===== src/rtl/m_wbuart_tx_pkg.sv =====
// Shared constants for the wishbone UART transmitter: register offsets,
// status bit positions, transmitter state encodings and the status word packer.
package m_wbuart_tx_pkg;

  localparam logic REG_DATA   = 1'b0;
  localparam logic REG_STATUS = 1'b1;

  localparam int STAT_EMPTY     = 0;
  localparam int STAT_FULL      = 1;
  localparam int STAT_BUSY      = 2;
  localparam int STAT_OVF       = 3;
  localparam int STAT_COUNT_LSB = 8;

  localparam logic [1:0] TX_IDLE  = 2'b00;
  localparam logic [1:0] TX_START = 2'b01;
  localparam logic [1:0] TX_DATA  = 2'b10;
  localparam logic [1:0] TX_STOP  = 2'b11;

  function automatic logic [31:0] pack_status(
    input logic       empty,
    input logic       full,
    input logic       busy,
    input logic       ovf,
    input logic [4:0] count
  );
    logic [31:0] word;
    word                          = 32'h0000_0000;
    word[STAT_EMPTY]              = empty;
    word[STAT_FULL]               = full;
    word[STAT_BUSY]               = busy;
    word[STAT_OVF]                = ovf;
    word[STAT_COUNT_LSB +: 5]     = count;
    return word;
  endfunction

endpackage


===== src/rtl/m_wbuart_fifo.sv =====
// Small synchronous circular-buffer FIFO with occupancy count.
// A push into a full FIFO is accepted only when a pop happens in the same cycle.
module m_wbuart_fifo #(
  parameter int WIDTH        = 8,
  parameter int FIFOADRWIDTH = 2
) (
  input  logic                  clk,
  input  logic                  rst,
  input  logic                  push,
  input  logic                  pop,
  input  logic [WIDTH-1:0]      din,
  output logic [WIDTH-1:0]      dout,
  output logic                  empty,
  output logic                  full,
  output logic [FIFOADRWIDTH:0] count
);

  localparam int DEPTH = 1 << FIFOADRWIDTH;
  localparam logic [FIFOADRWIDTH:0]   DEPTH_C = (FIFOADRWIDTH+1)'(DEPTH);
  localparam logic [FIFOADRWIDTH:0]   CNT_ZERO = (FIFOADRWIDTH+1)'(1'b0);
  localparam logic [FIFOADRWIDTH:0]   CNT_ONE = (FIFOADRWIDTH+1)'(1'b1);
  localparam logic [FIFOADRWIDTH-1:0] PTR_ONE = (FIFOADRWIDTH)'(1'b1);

  logic [WIDTH-1:0]        mem_r [DEPTH];
  logic [FIFOADRWIDTH-1:0] rd_ptr_r;
  logic [FIFOADRWIDTH-1:0] wr_ptr_r;
  logic [FIFOADRWIDTH:0]   count_r;
  logic                    do_push_s;
  logic                    do_pop_s;

  // Qualify requests against the current occupancy
  always_comb begin
    empty     = (count_r == CNT_ZERO);
    full      = (count_r == DEPTH_C);
    do_pop_s  = pop & ~empty;
    do_push_s = push & (~full | do_pop_s);
  end

  // Storage array, written at the write pointer
  always_ff @(posedge clk) begin
    if (do_push_s) begin
      mem_r[wr_ptr_r] <= din;
    end
  end

  // Pointers and occupancy count
  always_ff @(posedge clk or posedge rst) begin
    if (rst) begin
      rd_ptr_r <= '0;
      wr_ptr_r <= '0;
      count_r  <= '0;
    end else begin
      if (do_push_s) begin
        wr_ptr_r <= wr_ptr_r + PTR_ONE;
      end
      if (do_pop_s) begin
        rd_ptr_r <= rd_ptr_r + PTR_ONE;
      end
      if (do_push_s && !do_pop_s) begin
        count_r <= count_r + CNT_ONE;
      end else if (do_pop_s && !do_push_s) begin
        count_r <= count_r - CNT_ONE;
      end
    end
  end

  assign dout  = mem_r[rd_ptr_r];
  assign count = count_r;

endmodule


===== src/rtl/m_wbuart_tx.sv =====
// Wishbone slave UART transmitter: buffers written bytes in a FIFO and
// serialises them 8N1 on TXD, with a status register for software polling.
module m_wbuart_tx
  import m_wbuart_tx_pkg::*;
#(
  parameter int FIFOADRWIDTH = 2,
  parameter int DIVISOR      = 104
) (
  input  logic        CLK_I,
  input  logic        RST_I,
  input  logic        STB_I,
  input  logic        WE_I,
  input  logic        ADR_I,
  input  logic [3:0]  SEL_I,
  input  logic [31:0] DAT_I,
  output logic        ACK_O,
  output logic [31:0] DAT_O,
  output logic        TXD
);

  localparam logic [15:0] BAUD_RELOAD = 16'(DIVISOR - 1);
  localparam logic [15:0] BAUD_ZERO   = 16'h0000;
  localparam logic [15:0] BAUD_ONE    = 16'h0001;

  logic                  ack_r;
  logic [31:0]           dat_r;
  logic                  txd_r;
  logic                  ovf_r;
  logic [1:0]            state_r;
  logic [15:0]           baud_r;
  logic [7:0]            shift_r;
  logic [2:0]            bit_idx_r;

  logic                  access_s;
  logic                  push_s;
  logic                  pop_s;
  logic                  stat_rd_s;
  logic                  ovf_evt_s;
  logic                  tick_s;
  logic                  busy_s;
  logic [7:0]            fifo_dout_s;
  logic                  fifo_empty_s;
  logic                  fifo_full_s;
  logic [FIFOADRWIDTH:0] fifo_count_s;
  logic                  unused_bits_s;

  assign unused_bits_s = ^{SEL_I[3:1], DAT_I[31:8]};

  // Bus decode and transmitter pop request
  always_comb begin
    access_s  = STB_I & ~ack_r;
    push_s    = access_s & WE_I & (ADR_I == REG_DATA) & SEL_I[0];
    stat_rd_s = access_s & ~WE_I & (ADR_I == REG_STATUS);
    tick_s    = (baud_r == BAUD_ZERO);
    busy_s    = (state_r != TX_IDLE);
    case (state_r)
      TX_IDLE: pop_s = ~fifo_empty_s;
      TX_STOP: pop_s = tick_s & ~fifo_empty_s;
      default: pop_s = 1'b0;
    endcase
    ovf_evt_s = push_s & fifo_full_s & ~pop_s;
  end

  m_wbuart_fifo #(
    .WIDTH       (8),
    .FIFOADRWIDTH(FIFOADRWIDTH)
  ) u_fifo (
    .clk  (CLK_I),
    .rst  (RST_I),
    .push (push_s),
    .pop  (pop_s),
    .din  (DAT_I[7:0]),
    .dout (fifo_dout_s),
    .empty(fifo_empty_s),
    .full (fifo_full_s),
    .count(fifo_count_s)
  );

  // Single-cycle acknowledge and read data, zero outside the ack cycle
  always_ff @(posedge CLK_I or posedge RST_I) begin
    if (RST_I) begin
      ack_r <= 1'b0;
      dat_r <= 32'h0000_0000;
    end else begin
      ack_r <= access_s;
      if (stat_rd_s) begin
        dat_r <= pack_status(fifo_empty_s, fifo_full_s, busy_s, ovf_r, 5'(fifo_count_s));
      end else begin
        dat_r <= 32'h0000_0000;
      end
    end
  end

  // Sticky overflow: a new drop outranks the clear-on-read
  always_ff @(posedge CLK_I or posedge RST_I) begin
    if (RST_I) begin
      ovf_r <= 1'b0;
    end else if (ovf_evt_s) begin
      ovf_r <= 1'b1;
    end else if (stat_rd_s) begin
      ovf_r <= 1'b0;
    end
  end

  // Serialiser; txd_r is loaded with the level of the upcoming cycle
  always_ff @(posedge CLK_I or posedge RST_I) begin
    if (RST_I) begin
      state_r   <= TX_IDLE;
      baud_r    <= BAUD_ZERO;
      shift_r   <= 8'h00;
      bit_idx_r <= 3'd0;
      txd_r     <= 1'b1;
    end else begin
      case (state_r)
        TX_IDLE: begin
          txd_r <= ~pop_s;
          if (pop_s) begin
            shift_r <= fifo_dout_s;
            baud_r  <= BAUD_RELOAD;
            state_r <= TX_START;
          end
        end
        TX_START: begin
          if (tick_s) begin
            baud_r    <= BAUD_RELOAD;
            bit_idx_r <= 3'd0;
            txd_r     <= shift_r[0];
            state_r   <= TX_DATA;
          end else begin
            baud_r <= baud_r - BAUD_ONE;
          end
        end
        TX_DATA: begin
          if (tick_s) begin
            baud_r    <= BAUD_RELOAD;
            shift_r   <= {1'b0, shift_r[7:1]};
            bit_idx_r <= bit_idx_r + 3'd1;
            if (bit_idx_r == 3'd7) begin
              txd_r   <= 1'b1;
              state_r <= TX_STOP;
            end else begin
              txd_r <= shift_r[1];
            end
          end else begin
            baud_r <= baud_r - BAUD_ONE;
          end
        end
        TX_STOP: begin
          if (tick_s) begin
            if (pop_s) begin
              shift_r <= fifo_dout_s;
              baud_r  <= BAUD_RELOAD;
              txd_r   <= 1'b0;
              state_r <= TX_START;
            end else begin
              txd_r   <= 1'b1;
              state_r <= TX_IDLE;
            end
          end else begin
            baud_r <= baud_r - BAUD_ONE;
          end
        end
        default: begin
          txd_r   <= 1'b1;
          state_r <= TX_IDLE;
        end
      endcase
    end
  end

  assign ACK_O = ack_r;
  assign DAT_O = dat_r;
  assign TXD   = txd_r;

endmodule

===== config.mk =====
export PLATFORM = sky130hd
export DESIGN_NAME = m_wbuart_tx
export DESIGN_NICKNAME = d
export VERILOG_FILES = /design/src/rtl/m_wbuart_tx_pkg.sv /design/src/rtl/m_wbuart_fifo.sv /design/src/rtl/m_wbuart_tx.sv
export SDC_FILE = /design/constraint.sdc
export NUM_CORES = 1
export LEC_CHECK = 0
export CORE_MARGIN = 2
export CORE_UTILIZATION = 30
export DETAILED_ROUTE_END_ITERATION = 6
export SYNTH_ARGS = -nofsm -noshare
export SYNTH_HDL_FRONTEND = slang
export SYNTH_HIERARCHICAL = 1
export SYNTH_SLANG_ARGS = --single-unit
export TNS_END_PERCENT = 1

===== constraint.sdc =====
create_clock -name CLK_I -period 3 [get_ports CLK_I]
set_input_delay 0.45 -clock CLK_I [delete_from_list [all_inputs] [get_ports CLK_I]]
set_output_delay 0.45 -clock CLK_I [all_outputs]
set_load 0.01 [all_outputs]

Yosys cells after proc, flatten, opt, wreduce, memory -nomap -nowiden
Memory sizes are Yosys's and may differ from the RTL's.
Index checks and enable logic that the tools add are counted.
W data, S select, Z words.
Word-level totals
  register bits after elaboration: 71
  input bits: 41
  bits in writable memories: 32
  output and inout bits: 34
  latch bits: 0
  memory bits (read-only): 0
  memories kept: 1
Memories
  u_fifo.mem_r: words 4, bits a word 8, rd ports 1, clocked after Yosys merged registers in 0, write ports 1, RTL line m_wbuart_fifo.sv:24  | logic [WIDTH-1:0] mem_r [DEPTH];
Cells by class
  shift operators: 0
  $add $sub $neg: 6
  multiplexer cells: 32
  equality and inequality tests: 10
  bitwise gates (word level): 18
  magnitude comparators: 0
  multipliers: 0
  div/mod/pow operators: 0
  reduce and logical (&&, ||, !) cells: 17
Operators by type and width (number)
  $mux W16: 3
  $pmux W16 S3: 1
  $mux W8: 3
  $pmux W8 S3: 1
  $logic_not A16 Y1: 1
  $sub A16 B1 Y16 const B: 1
  $mux W3: 4
  $and A1 B1 Y1: 11
  $mux W11: 1
  $mux W1: 10
  $mux W2: 5
  $ne A2 B2 Y1 const B: 5
  $reduce_and A3 Y1: 3
  $pmux W2 S4: 1
  $reduce_bool A2 Y1: 4
  $add A3 B1 Y3 const B: 2
  $eq A3 B3 Y1 const B: 2
  $not A1 Y1: 6
  $pmux W3 S2: 1
  $reduce_and A5 Y1: 1
  $add A2 B1 Y2 const B: 2
  $eq A2 B2 Y1 const B: 2
  $pmux W1 S4: 1
  $logic_not A3 Y1: 1
  other kinds (9): 11

Logic depth before layout (Yosys ltp)
Gate-level depths: netlist (run 1).
  depth in word-level cells: 11
  mapped depth: 15
  gate-level depth less buffers: 14

By module
Netlist (run 1), hierarchy kept.
Modules (own cells, without submodules)
  m_wbuart_tx: seq. area each 977.2 µm², area each 2402.3 µm², times used 1, cells an instance 261
  m_wbuart_fifo: seq. area each 1136.1 µm², area each 1595.3 µm², times used 1, cells an instance 78

Worst setup path before layout (run 1)
No wires, ideal clock.
  path type: reg-to-reg
  from: register state_r[0]
  to: register u_fifo.count_r[2] (netlist: u_fifo/count[2])
  required time: 2921 ps
  buffers on the path: 1
  clock period less this slack: 3062 ps
  stages on the path, launching flop included: 15
  path slack: -62 ps
  arrival time: 2982 ps
  cell sequence: dfrtp_1 > inv_1 > ha_1 > clkbuf_1 > or3b_2 > a21boi_1 > inv_2 > inv_1 > a21boi_4 > ha_1 > inv_1 > fa_1 > xor2_1 > nor2_1 > xor2_1
On the way
  word-level cells in the longest chain between the ends: 8
  elaborated cells on any way between the ends: 12
Ends and longest elaborated chain
  from (decl): RTL line m_wbuart_tx.sv:29  | logic [1:0] state_r;
  from (signal assigned): RTL line m_wbuart_tx.sv:108  | state_r <= TX_IDLE;
  from (signal assigned): RTL line m_wbuart_tx.sv:120  | state_r <= TX_START;
  from (signal assigned): RTL line m_wbuart_tx.sv:128  | state_r <= TX_DATA;
  $eq A2 B2 Y1 or $logic_not A2 Y1 (tied branches): RTL line m_wbuart_tx.sv:56  | case (state_r)
  $pmux W1 S2 *: RTL line m_wbuart_tx.sv:56
  net pop_s: RTL line m_wbuart_tx.sv:36  | logic pop_s;
  $and A1 B1 Y1 *: RTL line m_wbuart_fifo.sv:35  | do_pop_s = pop & ~empty;
  $or A1 B1 Y1 *: RTL line m_wbuart_fifo.sv:36  | do_push_s = push & (~full | do_pop_s);
  $and A1 B1 Y1 *: RTL line m_wbuart_fifo.sv:36
  net u_fifo.do_push_s: RTL line m_wbuart_fifo.sv:28  | logic do_push_s;
  $logic_not A1 Y1: RTL line m_wbuart_fifo.sv:61  | end else if (do_pop_s && !do_push_s) begin
  $logic_and A1 B1 Y1: RTL line m_wbuart_fifo.sv:61
  $reduce_bool A2 Y1 (no source line)
  to (signal assigned): RTL line m_wbuart_fifo.sv:60  | count_r <= count_r + CNT_ONE;
  to (signal assigned): RTL line m_wbuart_fifo.sv:62  | count_r <= count_r - CNT_ONE;
  to (decl): RTL line m_wbuart_fifo.sv:27  | logic [FIFOADRWIDTH:0] count_r;
Mark *: on every way through the listed nets, which the timed path passes. The rest lies on a longest branch.
A chain may end at the register's enable or synchronous reset.

Worst setup path after layout (run 1)
Ends and elaborated chain as after synthesis.

==> impl_metrics.ini, run 1 <==
[status]
status = completed

[power_and_ir_drop]
p_sw_mw = 1.877
p_clk_share_pct = 24.8
p_per_area_mw_per_mm2 = 1037
seqPwrFrac_pct = 34.0
leakagePower_nw = 1.925
switching_share_pct = 38.19
cellInternalPower_mw = 3.038
combPwrFrac_pct = 41.3
ir_drop_mv = 0.4264

[detailed_routing]
vias_per_cell = 4.620
vias = 2550
drtIter0Drc = 99
wl_per_cell_um = 13.16
drc = 0
antenna_left = 0
routed_wl_mm = 7.266
first_pass_iters = 4

[setup_path]
crit_buf_inv = 4
arrival_ps = 3080
cp_slowest_cell = or3b_2
crit_fanout = 6
crit_chain = inv_2 > ha_4 > or3b_2 > a21boi_4 > inv_2 > inv_1 > a21boi_4 > ha_2 > inv_1 > fa_1 > xor2_1 > nor2_1 > xor2_1
required_ps = 3260
start_kind = flip-flop
critical-path-max-stage-delay_ps = 480
cp-end-kind = flip-flop
cp_top_family = adder cells
path_class = flip-flop to flip-flop

[clock_tree]
clk_latency_ps = 330
h-tree-depth = 3
clock-root-buffer = clkbuf_16
cts_max_path_buffers = 2
cts_buffers = 9
path_clk_slew_ps = 70
hold_buffers = 0
cts.sinks = 78
cts_tree = yes

[die]
ioPinCount = 75
core_mm2 = 0.01314
dieArea_mm2 = 0.01426
placementRows = 42
initial_utilization_pct = 30.43
fp.dieW_um = 119.4
die_h_um = 119.4

[grt]
antenna_found_initial = 0
grt_max_degree = 40
grt_pass1_wl_mm = 12.16
grt_pass1_vias = 2541
grt_usage_pct = 10.66
grt_overflow_total = 0

[placed_design]
port_buffers = 22
dpl_cell_area_mm2 = 0.004395
dp_hpwl_mm = 5.089
globalplace.congestion = 0.8286

[synthesis]
synth_area_mm2 = 0.003998
yosys.cell_types.count = 69
synthArstFlopShare_pct = 58.97
syn_area_per_cell_um2 = 11.79
synthCells = 339
yosysMostFrequentCell = dfrtp_1
ys.flop_type = dfrtp_1
synth_edf_count = 32
synthTopCellsByCount = dfrtp_1, edfxtp_1, buf_4
synth.yosys.seq_area_share_pct = 52.86
ys_seq_elements = 78
yosys.area.top_type = dfrtp_1
synth_warnings = 6
synth_top_area_share_pct = 28.17
synth.area.top_cells = dfrtp_1, edfxtp_1, buf_4

[timing]
worst_pin_slew_ps = 753.9
min_period_ps = 2826
clock_skew_ps = 6.983
hold_viol_final = 0
drv_slew = 0
final.setup.tns_ps = 0
fin_crit_sh_pct = 94.19
setup_viol = 0
fmax_mhz = 353.9
worst_hold_slack_ps = 388.7
slew_headroom_pct = 49.74

[finish]
drive_gt1_share_pct = 16.76
postLayoutCellArea_mm2 = 0.004741
areaGrowthSynthToFinish_pct = 18.59
antenna_cells = 0
utilization_pct = 36.09
nNetsFinal = 427

[min_path]
worstHoldPathType = input port to asynchronous set/reset pin

[flow_run]
max_cap_viol_count = 0
[power groups by stage]
stage          clock network [mW]  logic [mW]  registers (mW)
2_1_floorplan                   0        1.67            1.57
4_1_cts                      1.24        2.04            1.67
5_1_grt                      1.29        2.30            1.72
3_5_place_dp                    0        2.03            1.69
6_report                     1.22        2.03            1.67
3_3_place_gp                    0        2.00            1.68
[cell type report]
| cell class | count | area (um2) |
|---|---|---|
| repair buffers | 33 | 302.8 |
| well taps | 176 | 220.2 |
| fillers | 1273 | 8397 |
| clock buffers | 9 | 225.2 |
| clock inverters | 7 | 111.4 |
| flip-flops and latches | 78 | 2113 |
| multi-input cells | 232 | 1704 |
| inverters | 17 | 63.81 |
[per-stage QoR]
step | total power [mW] | instances | setup WS, ps
floorplan | 3.250 | 363 | 22.54
global placement | 3.673 | 536 | 165.3
detailed placement | 3.716 | 536 | 118.9
CTS | 4.948 | 552 | 97.52
global route | 5.303 | 552 | -13.71
finish | 4.915 | 552 | 174.4
[path summary, 6_finish.rpt]
kind                             from                  to  slack, ps  cells after the start
setup / recovery           state_r[0]     u_fifo/count[2]        170                     13
hold / removal                  RST_I  u_fifo/wr_ptr_r[1]        390                      2
setup reg to reg           state_r[0]     u_fifo/count[2]        170                     13
hold reg to reg                 ACK_O               ACK_O        460                      1
max in group asynchronous       RST_I                 TXD       2030                      3
min in group CLK_I              ACK_O               ACK_O        460                      1
[layer usage]
layer	routed length [um]	share of wire (%)	global-route usage, %
met1	3168	44	13.30
met3	332	4.6	2.155
met2	3672	51	18.00
met4	93	1.3	4.485
met5	0	0	0
[cells by family after synthesis]
group	share of synthesized area (%)
compound gates	11.61
xor+xnor	1.315
fa+ha+maj	4.883
buf+inv	7.637
flops	52.86
mux	6.917
other cells	0.09381
simple gates	14.68
[what timing repair did]
action | 4_1_cts | 5_1_grt
gates resized for setup | 0 | 2
buffers inserted | 0 | 0
setup endpoints to repair | 0 | 1
[registers in the layout, summed over array words and instances, names as in the netlist]
name / flops
shift_r: 8
ovf_r: 1
DAT_O: 7
baud_r: 16
u_fifo/rd_ptr_r: 2
state_r: 2
ACK_O: 1
TXD: 1
u_fifo/count: 3
u_fifo/mem_r: 32
bit_idx_r: 3
u_fifo/wr_ptr_r: 2
[placed cells by master (no fill, tap or decap), drive strengths merged, types with 3 or more instances in the layout]
cell	Yosys	routed
clkbuf	5	9
and2	10	10
nor4	4	4
conb	1	25
a21o	3	3
a21oi	13	13
o22a	4	4
nor3	14	14
o31ai	3	3
mux4	8	8
clkdlybuf4s50	0	22
inv	17	21
o21ai	34	34
xnor2	4	4
and3	3	3
nor2	17	17
mux2i	7	7
buf	31	11
ha	14	14
edfxtp	32	32
nand2	19	19
nand3	3	3
or2	4	4
or3	5	5
dfrtp	45	45
No activity file was read; power rests on OpenSTA's default activity.
==> inputs of run 2 (changes only) <==
Settings changed: PLACE_DENSITY set to 0.53.
Clock period 3 ns to 2.3 ns, I/O delays scaled along.
==> run 2 against run 1 <==
  * The run now ends with negative setup slack left
  * Die area unchanged
  * Total power up 43%
  * Core utilization increased by 2.8 points
  * Global-route usage is 1.7 points higher
  * Clock power up 20%
  * Design area rose by 7.9%
  * Sequential share of layout area is 3.3 points lower
  * Worst hold slack lost 120 ps
  * First-iteration DRC count rose by 39%
  * Wire length is 9.3% higher
  * Critical path depth increased by 2
  * Via count grew 6.0%
  * Critical endpoint unchanged
==> impl_metrics.ini, run 2 (synthesis gave the netlist of run 1 again) <==
[detailed_routing]
routed_wl_mm = 7.942
first_pass_iters = 4
drtIter0Drc = 138
drc = 0
vias_per_cell = 4.505
antenna_left = 0
vias = 2703
wl_per_cell_um = 13.24

[finish]
postLayoutCellArea_mm2 = 0.005115
final_cell_mix = buf_4, dfrtp_1, edfxtp_1, conb_1, clkdlybuf4s50_1
areaGrowthSynthToFinish_pct = 27.95
antenna_cells = 0
largest_register = u_fifo/mem_r
reg.largest.list = u_fifo/mem_r (32), baud_r (16), shift_r (8)
drive_gt1_share_pct = 28.30
finalNonFillerCells = 600
largest_register_ffs = 32
layout_commonest_cell = buf_4
nNetsFinal = 475

[die]
fp.dieW_um = 119.4
ioPinCount = 75
core_mm2 = 0.01314
die_h_um = 119.4
placementRows = 42
initial_utilization_pct = 30.43
dieArea_mm2 = 0.01426

[flow_run]
max_cap_viol_count = 0

[clock_tree]
clk_latency_ps = 340
cts.sinks = 78
cts_buffers = 9
cts_max_path_buffers = 2
clock-root-buffer = clkbuf_16
h-tree-depth = 3
cts_tree = yes
path_clk_slew_ps = 60
hold_buffers = 0

[setup_path]
cpMostUsedCell = inv_2
critical-path-max-stage-delay_ps = 380
crit_buf_inv = 5
path_class = flip-flop to flip-flop
arrival_ps = 2800
crit_chain = inv_2 > ha_4 > nor4b_4 > buf_4 > and4_4 > a21boi_4 > inv_2 > inv_2 > a21boi_4 > ha_4 > inv_2 > fa_2 > xor2_1 > nor2_1 > xor2_1
required_ps = 2570
cp_slowest_cell = dfrtp_1
start_kind = flip-flop
cp-end-kind = flip-flop
crit_fanout = 4
cp_top_family = adder cells

[grt]
grt_pass1_vias = 2776
grt_usage_pct = 12.34
grt_pass1_wl_mm = 13.77
grt_overflow_total = 0
grt_max_degree = 40
antenna_found_initial = 0

[min_path]
worstHoldPathType = input port to asynchronous set/reset pin

[power_and_ir_drop]
p_per_area_mw_per_mm2 = 1375
finalPower_mw = 7.033
ir_drop_mv = 0.5929
leakagePower_nw = 2.154

[placed_design]
port_buffers = 22
place_ws_ps = -332.8
placedCellCount = 576
dp_hpwl_mm = 5.585
globalplace.congestion = 0.8093
dpl_cell_area_mm2 = 0.004716

[timing]
slew_headroom_pct = 60.96
hold_viol_final = 0
timing.final.ws_setup_ps = -223.1
clock_skew_ps = 6.494
rsz0062_at_grt = true
drv_slew = 0
worst_pin_slew_ps = 585.5
fmax_mhz = 396.3
setup_viol = 34
min_period_ps = 2523
fin_crit_sh_pct = 109.7
final.setup.tns_ps = -3349

[status]
violations = negative setup slack
status = finished with violations
==> run 2: cell count changes in the layout (fill, tap and decap cells not counted), moves of 3 or more <==
cell	previous run	this run
buf_4	11	58
inv_2	3	7
inv_6	1	4
inv_8	3	0
inv_1	14	10
and2_2	4	0
and2_4	0	4
==> run 2: metal layers <==
layer | share of wire, % | track usage [%] | up-vias | routed length (um)
met5 | 0 | 0 | - | 0
met4 | 1.5 | 4.265 | 0 | 120
met3 | 4.0 | 3.831 | 10 | 321
met2 | 50 | 21.16 | 51 | 3992
met1 | 44 | 14.65 | 1295 | 3507
li1 | - | - | 1347 | -
==> run 2: worst paths after layout <==
check	startpoint	endpoint	slack (ps)	cells past startpoint
max	baud_r[0]	u_fifo/count[2]	-220	15
min	RST_I	u_fifo/count[2]	270	2
max reg2reg	baud_r[0]	u_fifo/count[2]	-220	15
min reg2reg	ACK_O	ACK_O	460	1
max in group asynchronous	RST_I	TXD	1460	3
min in group CLK_I	ACK_O	ACK_O	460	1
==> run 2: worst register-to-register path: stages, from the launching register on <==
cell      delay [ps]
dfrtp_1          380
inv_2             80
ha_4             130
nor4b_4          170
buf_4            160
and4_4           230
a21boi_4          60
inv_2            100
inv_2             50
a21boi_4         190
ha_4             160
inv_2             30
fa_2             320
xor2_1           140
nor2_1           110
xor2_1           140
==> run 2: where the power goes <==
group	internal (mW)	switching [mW]	total (mW)
clock	0.854	0.611	1.47
sequential	1.79	0.259	2.04
combinational	1.76	1.77	3.52
==> run 2: final cells by class <==
cell class                 count  area (um2)
inverter                      17       63.81
multi-input combinational    232        1748
clock buffer                   9       225.2
timing repair buffer          81       666.9
sequential                    78        2113
fill                        1308        8023
clock inverter                 7       77.57
tap                          176       220.2
==> run 2: stage by stage <==
| step | hold slack (ps) | utilization, % |
|---|---|---|
| final | 266.0 | 38.93 |
| after CTS | 269.9 | 38.73 |
| after floorplan | 148.4 | - |
| after global routing | 305.6 | 38.93 |
| after detailed placement | 447.7 | 35.90 |
| after global placement | 436.7 | 35.90 |
==> run 2: repair_timing <==
action                     CTS  global route
hold endpoints to repair     0             0
buffers inserted             5             3
resized for setup           11             1
pin swaps                   10             2
setup endpoints to repair   40            39
==> inputs of run 3 (changes only) <==
Settings changed: CAP_MARGIN set to 0.
==> results of run 3 <==
No change in the layout: final DEF, timing and power equal those of run 2.
